--- config.mk ---
export PLATFORM = sky130hd
export DESIGN_NAME = dmem_bridge
export DESIGN_NICKNAME = d
export VERILOG_FILES = /design/src/rtl/dmem_bridge.sv
export SDC_FILE = /design/constraint.sdc
export NUM_CORES = 1
export LEC_CHECK = 0
export ABC_AREA = 1
export BUFFER_PORTS_ARGS = -buffer_cell sky130_fd_sc_hd__buf_4
export CELL_PAD_IN_SITES_DETAIL_PLACEMENT = 0
export CELL_PAD_IN_SITES_GLOBAL_PLACEMENT = 1
export CORE_AREA = 4 4 122 124
export DETAILED_ROUTE_END_ITERATION = 12
export DIE_AREA = 0 0 126 128
export GPL_ROUTABILITY_DRIVEN = 0
export HOLD_SLACK_MARGIN = 0.06
export PLACE_DENSITY_LB_ADDON = 0.1
export SETUP_SLACK_MARGIN = 0.1
export SKIP_CTS_REPAIR_TIMING = 1
export SLEW_MARGIN = 10
export SYNTH_ARGS = -nofsm -noshare
export SYNTH_HDL_FRONTEND = slang
export SYNTH_SLANG_ARGS = --single-unit
--- constraint.sdc ---
create_clock -name clk_i -period 1.84 [get_ports clk_i]
set_input_delay 0.184 -clock clk_i [delete_from_list [all_inputs] [get_ports clk_i]]
set_output_delay 0.184 -clock clk_i [all_outputs]
set_load 0.01 [all_outputs]
--- src/rtl/dmem_bridge.sv ---
// Data-memory bridge between the LSU and a req/ack memory port: aligns the address, builds byte
// enables and lane-replicated store data, stalls until ack, and flags misalignment and timeouts.
module dmem_bridge #(
    parameter int TIMEOUT = 16,
    parameter int CNT_W   = 5
) (
    input  logic        clk_i,
    input  logic        rst_i,
    input  logic        acc_valid_i,
    input  logic [31:0] address_i,
    input  logic [3:0]  sel_i,
    input  logic        write_i,
    input  logic [31:0] wdata_i,
    output logic [31:0] rdata_o,
    output logic        stall_o,
    output logic        misalign_o,
    output logic        bus_err_o,
    output logic        mem_req_o,
    output logic        mem_we_o,
    output logic [3:0]  mem_be_o,
    output logic [31:0] mem_addr_o,
    output logic [31:0] mem_wdata_o,
    input  logic [31:0] mem_rdata_i,
    input  logic        mem_ack_i
);

    typedef enum logic [1:0] {
        ST_IDLE = 2'd0,
        ST_REQ  = 2'd1,
        ST_DONE = 2'd2,
        ST_ERR  = 2'd3
    } state_e;

    state_e      state_q, state_d;
    logic [CNT_W-1:0] count_q, count_d;
    logic        mem_req_q, mem_req_d;
    logic        mem_we_q, mem_we_d;
    logic [3:0]  mem_be_q, mem_be_d;
    logic [31:0] mem_addr_q, mem_addr_d;
    logic [31:0] mem_wdata_q, mem_wdata_d;
    logic [31:0] rdata_q, rdata_d;
    logic        bus_err_q, bus_err_d;

    logic        sel_word, sel_half, sel_byte;
    logic        acc, mis, start;
    logic [1:0]  off;
    logic [3:0]  be_lane;
    logic [31:0] wd_lane;

    assign sel_word = (sel_i == 4'b0001);
    assign sel_half = (sel_i == 4'b0010);
    assign sel_byte = (sel_i == 4'b0100);
    assign off      = address_i[1:0];
    assign acc      = acc_valid_i && (sel_word || sel_half || sel_byte);
    assign mis      = acc && ((sel_word && (off != 2'b00)) || (sel_half && off[0]));
    assign start    = acc && !mis;

    always_comb begin
        be_lane = 4'b0000;
        wd_lane = 32'h0;
        if (sel_word) begin
            be_lane = 4'b1111;
            wd_lane = wdata_i;
        end else if (sel_half) begin
            be_lane = off[1] ? 4'b1100 : 4'b0011;
            wd_lane = {2{wdata_i[15:0]}};
        end else if (sel_byte) begin
            be_lane = 4'b0001 << off;
            wd_lane = {4{wdata_i[7:0]}};
        end
    end

    always_comb begin
        state_d     = state_q;
        count_d     = count_q;
        mem_req_d   = mem_req_q;
        mem_we_d    = mem_we_q;
        mem_be_d    = mem_be_q;
        mem_addr_d  = mem_addr_q;
        mem_wdata_d = mem_wdata_q;
        rdata_d     = rdata_q;
        bus_err_d   = bus_err_q;
        case (state_q)
            ST_IDLE: begin
                if (start) begin
                    state_d     = ST_REQ;
                    mem_req_d   = 1'b1;
                    count_d     = '0;
                    mem_we_d    = write_i;
                    mem_be_d    = be_lane;
                    mem_addr_d  = {address_i[31:2], 2'b00};
                    mem_wdata_d = wd_lane;
                end
            end
            ST_REQ: begin
                // ack takes priority over a timeout landing in the same cycle
                if (mem_ack_i) begin
                    if (!mem_we_q) begin
                        rdata_d = mem_rdata_i;
                    end
                    mem_req_d = 1'b0;
                    state_d   = ST_DONE;
                end else if (count_q == CNT_W'(TIMEOUT - 1)) begin
                    mem_req_d = 1'b0;
                    bus_err_d = 1'b1;
                    rdata_d   = 32'h0;
                    state_d   = ST_ERR;
                end else begin
                    count_d = count_q + CNT_W'(1);
                end
            end
            ST_DONE: begin
                mem_be_d = 4'b0000;
                mem_we_d = 1'b0;
                state_d  = ST_IDLE;
            end
            ST_ERR: begin
                bus_err_d = 1'b0;
                state_d   = ST_IDLE;
            end
            default: state_d = ST_IDLE;
        endcase
    end

    always_ff @(posedge clk_i) begin
        if (rst_i) begin
            state_q     <= ST_IDLE;
            count_q     <= '0;
            mem_req_q   <= 1'b0;
            mem_we_q    <= 1'b0;
            mem_be_q    <= 4'b0000;
            mem_addr_q  <= 32'h0;
            mem_wdata_q <= 32'h0;
            rdata_q     <= 32'h0;
            bus_err_q   <= 1'b0;
        end else begin
            state_q     <= state_d;
            count_q     <= count_d;
            mem_req_q   <= mem_req_d;
            mem_we_q    <= mem_we_d;
            mem_be_q    <= mem_be_d;
            mem_addr_q  <= mem_addr_d;
            mem_wdata_q <= mem_wdata_d;
            rdata_q     <= rdata_d;
            bus_err_q   <= bus_err_d;
        end
    end

    assign stall_o     = !rst_i && ((state_q == ST_IDLE && start) || state_q == ST_REQ);
    assign misalign_o  = !rst_i && mis;
    assign rdata_o     = rdata_q;
    assign bus_err_o   = bus_err_q;
    assign mem_req_o   = mem_req_q;
    assign mem_we_o    = mem_we_q;
    assign mem_be_o    = mem_be_q;
    assign mem_addr_o  = mem_addr_q;
    assign mem_wdata_o = mem_wdata_q;

endmodule
==> flow_metrics.env <==
export IMPL_status="finished clean"
export IMPL_synthCells=571
export IMPL_min_period_ns=1.69
export IMPL_intPower_mw=3.88
export IMPL_cts_root_buffer="clkbuf_16"
export IMPL_path_cells="ha_4, nand2_2, nor2_2, ha_2, inv_2, a21oi_4, nand2_2, clkinv_4, clkbuf_16, nand3_1, a21oi_1"
export IMPL_nets=874
export IMPL_gr_usage_all_layers_pct=17.3
export IMPL_ant_nets=0
export IMPL_rows=43
export IMPL_n_fill_cell=1387
export IMPL_yosysSeqAreaShare_pct=50.0
export IMPL_switching_power_mw=1.20
export IMPL_grt_use_met3_pct=5.83
export IMPL_fmax_mhz=590
export IMPL_synthTopCellsByCount="nand2_1 (147), dfxtp_1 (108), a21oi_1 (103), nand3_1 (70), clkbuf_1 (26)"
export IMPL_start_kind="flop"
export IMPL_clock_path_buffers=2
export IMPL_async_reset_ff_share_pct=0
export IMPL_fp_dieW_um=126
export IMPL_top_usage_layer="met2"
export IMPL_grt_pass1_wl_mm=22.5
export IMPL_hold_violations=0
export IMPL_ys_flop_type="dfxtp_1"
export IMPL_final_setup_viol_count=0
export IMPL_cp_slowest_cell="dfxtp_4"
export IMPL_cts_made_buffers=9
export IMPL_yosysUniqueCellTypes=26
export IMPL_period_share_pct=92.1
export IMPL_combPwrFrac_pct=11.7
export IMPL_worstSetupPathType="reg -> reg"
export IMPL_synth_simple_gate_area_share_pct=24.1
export IMPL_skew_ns=0.00507
export IMPL_worst_pin_slew_ns=0.805
export IMPL_cp_top_family="flip-flops"
export IMPL_path_max_fanout=6
export IMPL_r2r_setup_slack_ns=0.15
export IMPL_synthMuxAreaShare_pct=0
export IMPL_syn_avg_cell_area_um2=7.57
export IMPL_maxCapViolCount=0
export IMPL_p_leak_nw=2.80
export IMPL_die_area_um2=16100
export IMPL_portBuffers=207
export IMPL_antenna_found_initial=0
export IMPL_clk_pin_slew_ns=0.07
export IMPL_crit_top_cell="nand2_2"
export IMPL_end_kind="flop"
export IMPL_synthTopCellsByArea="dfxtp_1 (50%), nand2_1 (13%), a21oi_1 (12%), nand3_1 (8.1%), o21ai_0 (2.9%)"
export IMPL_drtIter0Drc=240
export IMPL_synth_cell_area_um2=4320
export IMPL_hold_path_class="in -> reg"
export IMPL_synth_most_common_cell="nand2_1"
export IMPL_synth_compound_area_share_pct=18.6
export IMPL_antennaDiodeCount=0
export IMPL_gr_total_overflow=0
export IMPL_yosys_area_top_type_share_pct=50.0
export IMPL_die_h_um=128
export IMPL_met1_usage_pct=21.0
export IMPL_tritoncts="done"
export IMPL_vias=4495
export IMPL_sequentialPowerShare_pct=47.8
export IMPL_critPathRequiredTime_ns=2.11
export IMPL_met2_usage_pct=28.2
export IMPL_syn2layout_area_growth_pct=51.8
export IMPL_clock_latency_ns=0.35
export IMPL_io_pins=210
export IMPL_synthXorXnorAreaFrac_pct=0.203
export IMPL_peakVddDrop_v=0.000512
export IMPL_holdWs_ns=0.0794
export IMPL_synth_enable_flop_cells=0
export IMPL_grt_max_degree=70
export IMPL_slew_violations=0
export IMPL_grt_pass1_vias=4453
export IMPL_crit_arrival_ns=1.96
export IMPL_cts_sinks=108
export IMPL_power_density_nw_per_um2=774
export IMPL_rsz0062_at_grt="yes"
export IMPL_max_stage_delay_ns=0.37
export IMPL_synth_adder_area_share_pct=0.579
export IMPL_drtPass1Iterations=4
export IMPL_drc=0
export IMPL_synth_largest_area_cell="dfxtp_1"
export IMPL_htreeDepth=3
export IMPL_crit_buf_inv=3
export IMPL_layout_drive_gt1_share_pct=35.8
export IMPL_max_slew_margin_pct=46.3
export IMPL_synth_top_family_by_area="simple AND/OR/NAND/NOR gates"
export IMPL_ys_ff_latch=108
export IMPL_initial_core_util_pct=31.4
export IMPL_ys_warn_count=0
export IMPL_swShare_pct=23.6
export IMPL_clkPwrFrac_pct=40.5
export IMPL_core_um2=13800
export IMPL_wl_per_cell_um=15.5
export IMPL_fin_setup_tns_ns=0
export IMPL_drt_total_wl_mm=14.7
export IMPL_via_per_inst=4.72
export IMPL_dp_hpwl_mm=10.5
-- kinds of logic (layout without fill, tap and decap cells) --
kind of cell	count (synthesis)	in the layout
buffers and inverters	62	262
other	1	2
flip-flops	108	108
adder cells (fa/ha/maj)	2	2
AO/OA/AOI/OAI	155	155
XOR/XNOR	1	1
AND/OR/NAND/NOR	242	242
-- registers in the layout, summed over array words and instances (netlist names) --
register / cells
rdata_o: 32
mem_wdata_o: 32
mem_req_o: 1
mem_we_o: 1
state_q: 2
mem_addr_o: 30
bus_err_o: 1
mem_be_o: 4
count_q: 5
-- stage by stage --
step | worst slack, ns | cells | util, % | instance area [µm²] | power, mW
4_1_cts | -0.0477 | 946 | 45.9 | 6330 | 5.12
3_3_place_gp | 0.0318 | 930 | 43.7 | 6020 | 3.05
6_report | 0.146 | 952 | 47.7 | 6570 | 5.08
5_1_grt | 0.0349 | 952 | 47.7 | 6570 | 5.29
3_5_place_dp | -0.0282 | 930 | 43.7 | 6020 | 3.06
2_1_floorplan | 0.147 | 572 | - | 4330 | 2.73
-- cell type report --
cell class / instances / area (µm²) / area share, %
clock buffers: 12 / 236 / 3.60
clock inverters: 4 / 73.8 / 1.12
inverters: 19 / 76.3 / 1.16
multi-input cells: 402 / 1990 / 30.3
flip-flops and latches: 108 / 2170 / 33.0
well taps: 180 / 225 / 3.43
repair buffers: 227 / 1800 / 27.4
-- worst paths after layout --
path,from,to,cells after the start
hold / removal,address_i[30],mem_addr_o[30],3
setup / recovery,count_q[1],rdata_o[6],11
hold reg to reg,mem_addr_o[17],mem_addr_o[17],2
setup reg to reg,count_q[1],rdata_o[6],11
-- layer usage --
metal / vias to the layer above / routed length, µm / share of wire [%]
li1: 2303 / - / -
met1: 2038 / 6330 / 43
met2: 128 / 6940 / 47
met3: 26 / 1090 / 7.4
met4: 0 / 349 / 2.4
met5: - / 0 / 0
-- cell usage in the layout (no fill, tap or decap), types with 2 or more instances in the layout --
master     instances
buf_4            219
nand2_1          144
dfxtp_1          106
a21oi_1           94
nand3_1           63
o21ai_0           25
inv_1             15
nor2_1            15
o21ai_1           13
clkbuf_16         12
nand3_2            8
a21boi_0           8
a21oi_2            8
a31oi_1            5
nand2_2            4
nor2_2             3
inv_2              3
clkbuf_1           3
or2_2              2
clkinv_4           2
conb_1             2
bufinv_16          2
buf_6              2
buf_12             2
-- worst reg2reg max path: stages, from the launching register on --
cell	delay (ns)
dfxtp_4	0.37
ha_4	0.13
nand2_2	0.06
nor2_2	0.11
ha_2	0.19
inv_2	0.05
a21oi_4	0.12
nand2_2	0.10
clkinv_4	0.12
clkbuf_16	0.16
nand3_1	0.06
a21oi_1	0.15
-- power groups by stage --
stage               Combinational [mW]  Sequential (mW)  Clock (mW)
detailed placement               0.576             2.48           0
CTS                              0.578             2.43        2.12
global placement                 0.573             2.48           0
global route                     0.658             2.43        2.20
finish                           0.596             2.43        2.06
floorplan                        0.227             2.50           0
Power figures use the tool's default switching activity.
